[config.mk]
export PLATFORM = sky130hd
export DESIGN_NAME = luma4x4_mode_sched
export DESIGN_NICKNAME = d
export VERILOG_FILES = /design/src/rtl/luma4x4_mode_sched.sv
export SDC_FILE = /design/constraint.sdc
export NUM_CORES = 2
export LEC_CHECK = 0
export CAP_MARGIN = 0
export CORE_AREA = 2 2 414 416
export DETAILED_ROUTE_END_ITERATION = 7
export DIE_AREA = 0 0 416 418
export DONT_BUFFER_PORTS = 1
export GPL_TIMING_DRIVEN = 0
export MAX_ROUTING_LAYER = met4
export PLACE_DENSITY = 0.48
export SLEW_MARGIN = 20
export SYNTH_ARGS = -nofsm -noshare
export SYNTH_HDL_FRONTEND = slang
export SYNTH_SLANG_ARGS = --single-unit
[constraint.sdc]
create_clock -name clk -period 7.2 [get_ports clk]
set_input_delay 1.08 -clock clk [delete_from_list [all_inputs] [get_ports clk]]
set_output_delay 1.08 -clock clk [all_outputs]
set_load 0.005 [all_outputs]
[src/rtl/luma4x4_mode_sched.sv]
// Intra 4x4 luma mode scheduler: walks the 16 blocks of a macroblock, sums the
// absolute residuals of eight directional modes and reports the cheapest one.
module luma4x4_mode_sched (
  input  logic         clk,
  input  logic         reset,
  input  logic         start,
  output logic         pred_req,
  output logic [3:0]   blk_idx,
  input  logic         pred_valid,
  output logic         res_en,
  input  logic [127:0] vres,
  input  logic [127:0] hres,
  input  logic [127:0] vlres,
  input  logic [127:0] vrres,
  input  logic [127:0] hures,
  input  logic [127:0] hdres,
  input  logic [127:0] ddlres,
  input  logic [127:0] ddrres,
  output logic [3:0]   best_mode,
  output logic [11:0]  best_sad,
  output logic         out_valid,
  input  logic         out_ready,
  output logic         busy,
  output logic         done
);

  localparam int NMODES = 8;

  typedef enum logic [2:0] {
    S_IDLE,
    S_FETCH,
    S_RES,
    S_SAD,
    S_CMP,
    S_OUT
  } state_t;

  state_t      state_q, state_d;
  logic [3:0]  blk_q, blk_d;
  logic [2:0]  rank_q, rank_d;
  logic [11:0] sad_q [NMODES];
  logic [11:0] sad_d [NMODES];
  logic [3:0]  cand_mode_q, cand_mode_d;
  logic [11:0] cand_sad_q, cand_sad_d;
  logic        done_q, done_d;

  logic [127:0] res_by_rank [NMODES];
  logic [11:0]  sad_now     [NMODES];

  // Rank is the scan position in the compare phase; codes ascend with rank.
  function automatic logic [3:0] rank_to_code(input logic [2:0] rank);
    case (rank)
      3'd0:    return 4'd0;
      3'd1:    return 4'd1;
      3'd2:    return 4'd3;
      3'd3:    return 4'd4;
      3'd4:    return 4'd5;
      3'd5:    return 4'd6;
      3'd6:    return 4'd7;
      default: return 4'd8;
    endcase
  endfunction

  function automatic logic [11:0] block_sad(input logic [127:0] res);
    logic [11:0] acc;
    logic [7:0]  mag;
    acc = '0;
    for (int i = 0; i < 16; i++) begin
      mag = res[8*i +: 8];
      // Negating 8'h80 yields 8'h80, read unsigned as 128.
      if (mag[7]) mag = ~mag + 8'd1;
      acc = acc + {4'd0, mag};
    end
    return acc;
  endfunction

  always_comb begin
    res_by_rank[0] = vres;
    res_by_rank[1] = hres;
    res_by_rank[2] = ddlres;
    res_by_rank[3] = ddrres;
    res_by_rank[4] = vrres;
    res_by_rank[5] = hdres;
    res_by_rank[6] = vlres;
    res_by_rank[7] = hures;
    for (int k = 0; k < NMODES; k++) sad_now[k] = block_sad(res_by_rank[k]);
  end

  // NOTE: sequential state uses non-blocking assignments so every register
  // samples pre-edge values regardless of process ordering.
  always_ff @(posedge clk) begin
    if (reset) state_q <= S_IDLE;
    else       state_q <= state_d;
  end

  always_comb begin
    state_d = state_q;
    case (state_q)
      S_IDLE:  if (start) state_d = S_FETCH;
      S_FETCH: if (pred_valid) state_d = S_RES;
      S_RES:   state_d = S_SAD;
      S_SAD:   state_d = S_CMP;
      S_CMP:   if (rank_q == 3'd7) state_d = S_OUT;
      S_OUT:   if (out_ready) state_d = (blk_q == 4'd15) ? S_IDLE : S_FETCH;
      default: state_d = S_IDLE;
    endcase
  end

  always_comb begin
    pred_req  = (state_q == S_FETCH);
    res_en    = (state_q == S_RES);
    out_valid = (state_q == S_OUT);
    busy      = (state_q != S_IDLE);
    blk_idx   = blk_q;
    best_mode = cand_mode_q;
    best_sad  = cand_sad_q;
    done      = done_q;
  end

  always_comb begin
    // NOTE: every variable gets a hold default first so no path infers a latch.
    blk_d       = blk_q;
    rank_d      = rank_q;
    cand_mode_d = cand_mode_q;
    cand_sad_d  = cand_sad_q;
    done_d      = 1'b0;
    for (int k = 0; k < NMODES; k++) sad_d[k] = sad_q[k];

    case (state_q)
      S_IDLE: if (start) blk_d = 4'd0;
      S_SAD: begin
        for (int k = 0; k < NMODES; k++) sad_d[k] = sad_now[k];
        rank_d = 3'd0;
      end
      S_CMP: begin
        rank_d = rank_q + 3'd1;
        // Strict compare keeps the lower code on a tie.
        if (rank_q == 3'd0 || sad_q[rank_q] < cand_sad_q) begin
          cand_mode_d = rank_to_code(rank_q);
          cand_sad_d  = sad_q[rank_q];
        end
      end
      S_OUT: if (out_ready) begin
        if (blk_q == 4'd15) begin
          blk_d  = 4'd0;
          done_d = 1'b1;
        end else begin
          blk_d = blk_q + 4'd1;
        end
      end
      default: ;
    endcase
  end

  always_ff @(posedge clk) begin
    if (reset) begin
      blk_q       <= '0;
      rank_q      <= '0;
      cand_mode_q <= '0;
      cand_sad_q  <= '0;
      done_q      <= 1'b0;
      // NOTE: the sum bank is cleared on reset; it is only eight flops wide
      // words, not a RAM, so resetting it costs nothing structural.
      for (int k = 0; k < NMODES; k++) sad_q[k] <= '0;
    end else begin
      blk_q       <= blk_d;
      rank_q      <= rank_d;
      cand_mode_q <= cand_mode_d;
      cand_sad_q  <= cand_sad_d;
      done_q      <= done_d;
      for (int k = 0; k < NMODES; k++) sad_q[k] <= sad_d[k];
    end
  end

endmodule

==> flow_summary.json <==
{
  "crit_slowest_cell": "fa_1",
  "yosysSeqAreaShare": 0.0743,
  "drive_above_1_share": 0.0160,
  "rsz0062_at_grt": "no",
  "reg2reg_slack_ps": 3200,
  "post-dp-hpwl_um": 159000,
  "fmax_mhz": 145,
  "fin_util": 0.298,
  "placedInstanceArea_um2": 49700,
  "setup_viol": 0,
  "maxCapViolCount": 0,
  "final_cell_area_um2": 50400,
  "die_x_um": 416,
  "hold_viol": 0,
  "synth_edf_count": 96,
  "die_h_um": 418,
  "initial_utilization": 0.277,
  "async_reset_ff_frac": 0,
  "synth_top_cell_area_share": 0.369,
  "ys.warnings.count": 0,
  "clk_pin_slew_worst_paths_ps": 60,
  "crit_path_max_incr_delay_ps": 570,
  "period_needed_ps": 6900,
  "grt_usage": 0.198,
  "startpoint": "hdres[113]",
  "drv_slew": 0,
  "port_buffers": 0,
  "clock-sinks": 126,
  "synth_area_leader_cell": "fa_1",
  "crit_path_end_kind": "flip-flop",
  "wl_um": 168000,
  "path_class": "input pin to flip-flop",
  "antenna_found_initial": 13,
  "syn-num-nets": 7295,
  "cts_setup_buffers": 0,
  "numCtsBuffers": 17,
  "clk_latency_ps": 430,
  "ys_types": 53,
  "path_cells": "or3_1 -> o31ai_1 -> xor2_1 -> fa_1 -> fa_1 -> fa_1 -> inv_1 -> fa_1 -> fa_1 -> inv_1 -> fa_1 -> inv_1 -> ha_1 -> o21a_1 -> o21a_1 -> o21a_1 -> o21a_1 -> nor3_1",
  "worstPathMaxFanout": 4,
  "dieArea_um2": 174000,
  "hold_class": "flip-flop to flip-flop",
  "cts_tree": "done",
  "clockBufferDepth": 2,
  "start_kind": "input pin",
  "fill_cells": 18000,
  "tightestPinTransition_ps": 922,
  "synthFlopType": "edfxtp_1",
  "worstPathArrival_ps": 7030,
  "clockRootBuffer": "clkbuf_16",
  "vias": 34600,
  "rows": 151,
  "min-delay-start": "best_mode[1]",
  "wl_per_cell_um": 22.9,
  "finalNetCount": 7315,
  "antenna_left": 0,
  "vias_per_cell": 4.71,
  "area_growth_pct": 7.50,
  "syn_inst": 5088,
  "clock_skew_ps": 14.1,
  "synth_seq_cells": 126,
  "avgSynthCellArea_um2": 9.21,
  "grt_max_degree": 53,
  "dr.pass1.iters": 5,
  "finalCritPeriodShare": 0.959,
  "pin_count": 1054,
  "cp_common_cell": "fa_1",
  "coreArea_um2": 169000,
  "htreeDepth": 4,
  "drt-initial-drc-count": 1689,
  "syn_area_um2": 46900,
  "synth_area_leaders": "fa_1 (37%), inv_1 (9.2%), ha_1 (8.4%)",
  "drc_errors": 0,
  "slew_headroom": 0.385,
  "place_congestion": 0.968,
  "grt_overflow_total": 0,
  "grt_pass1_wl_um": 248000,
  "worst_ep_required_time_ps": 7320,
  "grt_pass1_vias": 37300,
  "status": "completed"
}
==> state kept, by name, indices dropped and copies added, names as in the netlist, named ones only <==
| register | count |
|---|---|
| sad_q | 96 |
| rank_q | 3 |
| done | 1 |
| blk_idx | 4 |
| state_q | 3 |
| best_mode | 4 |
| best_sad | 12 |
==> timing repair <==
action | 4_1_cts | 5_1_grt
hold buffers | 0 | 0
gates resized for setup | 0 | 1
setup endpoints to repair | 0 | 1
==> cell families after synthesis <==
logic type	share of synthesized area
AOI/OAI and AO/OA	0.0712
xor gates and xnor gates	0.126
adders and majority gates	0.453
buffers and inverters	0.0945
DFF	0.0743
muxes	0.0330
and+or+nand+nor	0.148
==> worst max-delay path: cells and delay by family <==
kind / cells / cell delay, ps
fa+ha+maj: 7 / 3520
compound gates: 5 / 990
simple gates: 2 / 940
xor+xnor: 1 / 330
buf+inv: 3 / 170
==> cell type report <==
type                    instances  area, um^2  area share
clock buffers                  21         493     0.00978
plain buffers                  26         124     0.00246
multi-input cells            3789       39000       0.774
diodes                         10        25.0    0.000497
clock inverters                11         174     0.00345
flip-flops and latches        126        3480      0.0691
inverters                    1147        4310      0.0855
repair buffers                  1        27.5    0.000546
well taps                    2218        2780      0.0551
==> routing by layer <==
layer / GRT usage / share of wire / up-vias
met5: - / 0 / -
met4: 0.0480 / 0.026 / 0
met3: 0.0312 / 0.048 / 135
met2: 0.349 / 0.52 / 843
met1: 0.237 / 0.41 / 17400
li1: - / - / 16300
==> cells in the mapped netlist, types with 96 or more instances <==
cell type,count
nor3_1,96
xnor2_1,415
o21ai_0,133
edfxtp_1,96
ha_1,314
inv_1,1146
fa_1,864
nor2_1,168
or3_1,140
nand2b_1,180
xor2_1,260
nand2_1,355
o31ai_1,138
==> path summary, 6_finish.rpt <==
path	endpoint	cells past startpoint
max	sad_q[5][8]	18
min	best_mode[1]	2
max reg2reg	best_sad[8]	13
min reg2reg	best_mode[1]	2
==> cells in the final DEF (no fill, tap or decap), drive strengths merged, types with 14 or more instances in the layout <==
cell type and n:
inv 1149, fa 864, xnor2 415, nand2 355, ha 314, xor2 260, o21ai 195, nand2b 180
nor2 168, or3 140, o31ai 139, edfxtp 96, nor3 96, nor2b 84, mux2i 84, nor4 77
nand3b 54, o41ai 51, nand3 47, nor4b 45, clkbuf 42, a21oi 41, o21a 35, dfxtp 30
mux4 24, a21boi 24, and2 18, nand4b 15, mux2 14
==> metrics by stage <==
stage	worst slack, ps	hold slack [ps]	setup TNS (ps)	std cells
after detailed placement	-251	574	-1090	7307
final	296	572	0	7349
after global routing	5.78	591	0	7349
after CTS	146	580	0	7339
after global placement	-276	567	-1100	7306
after floorplan	690	448	0	5088
Power is left out: the tool's default activity adds up to more than one toggle a clock period on the data nets, which glitch-free logic cannot reach.
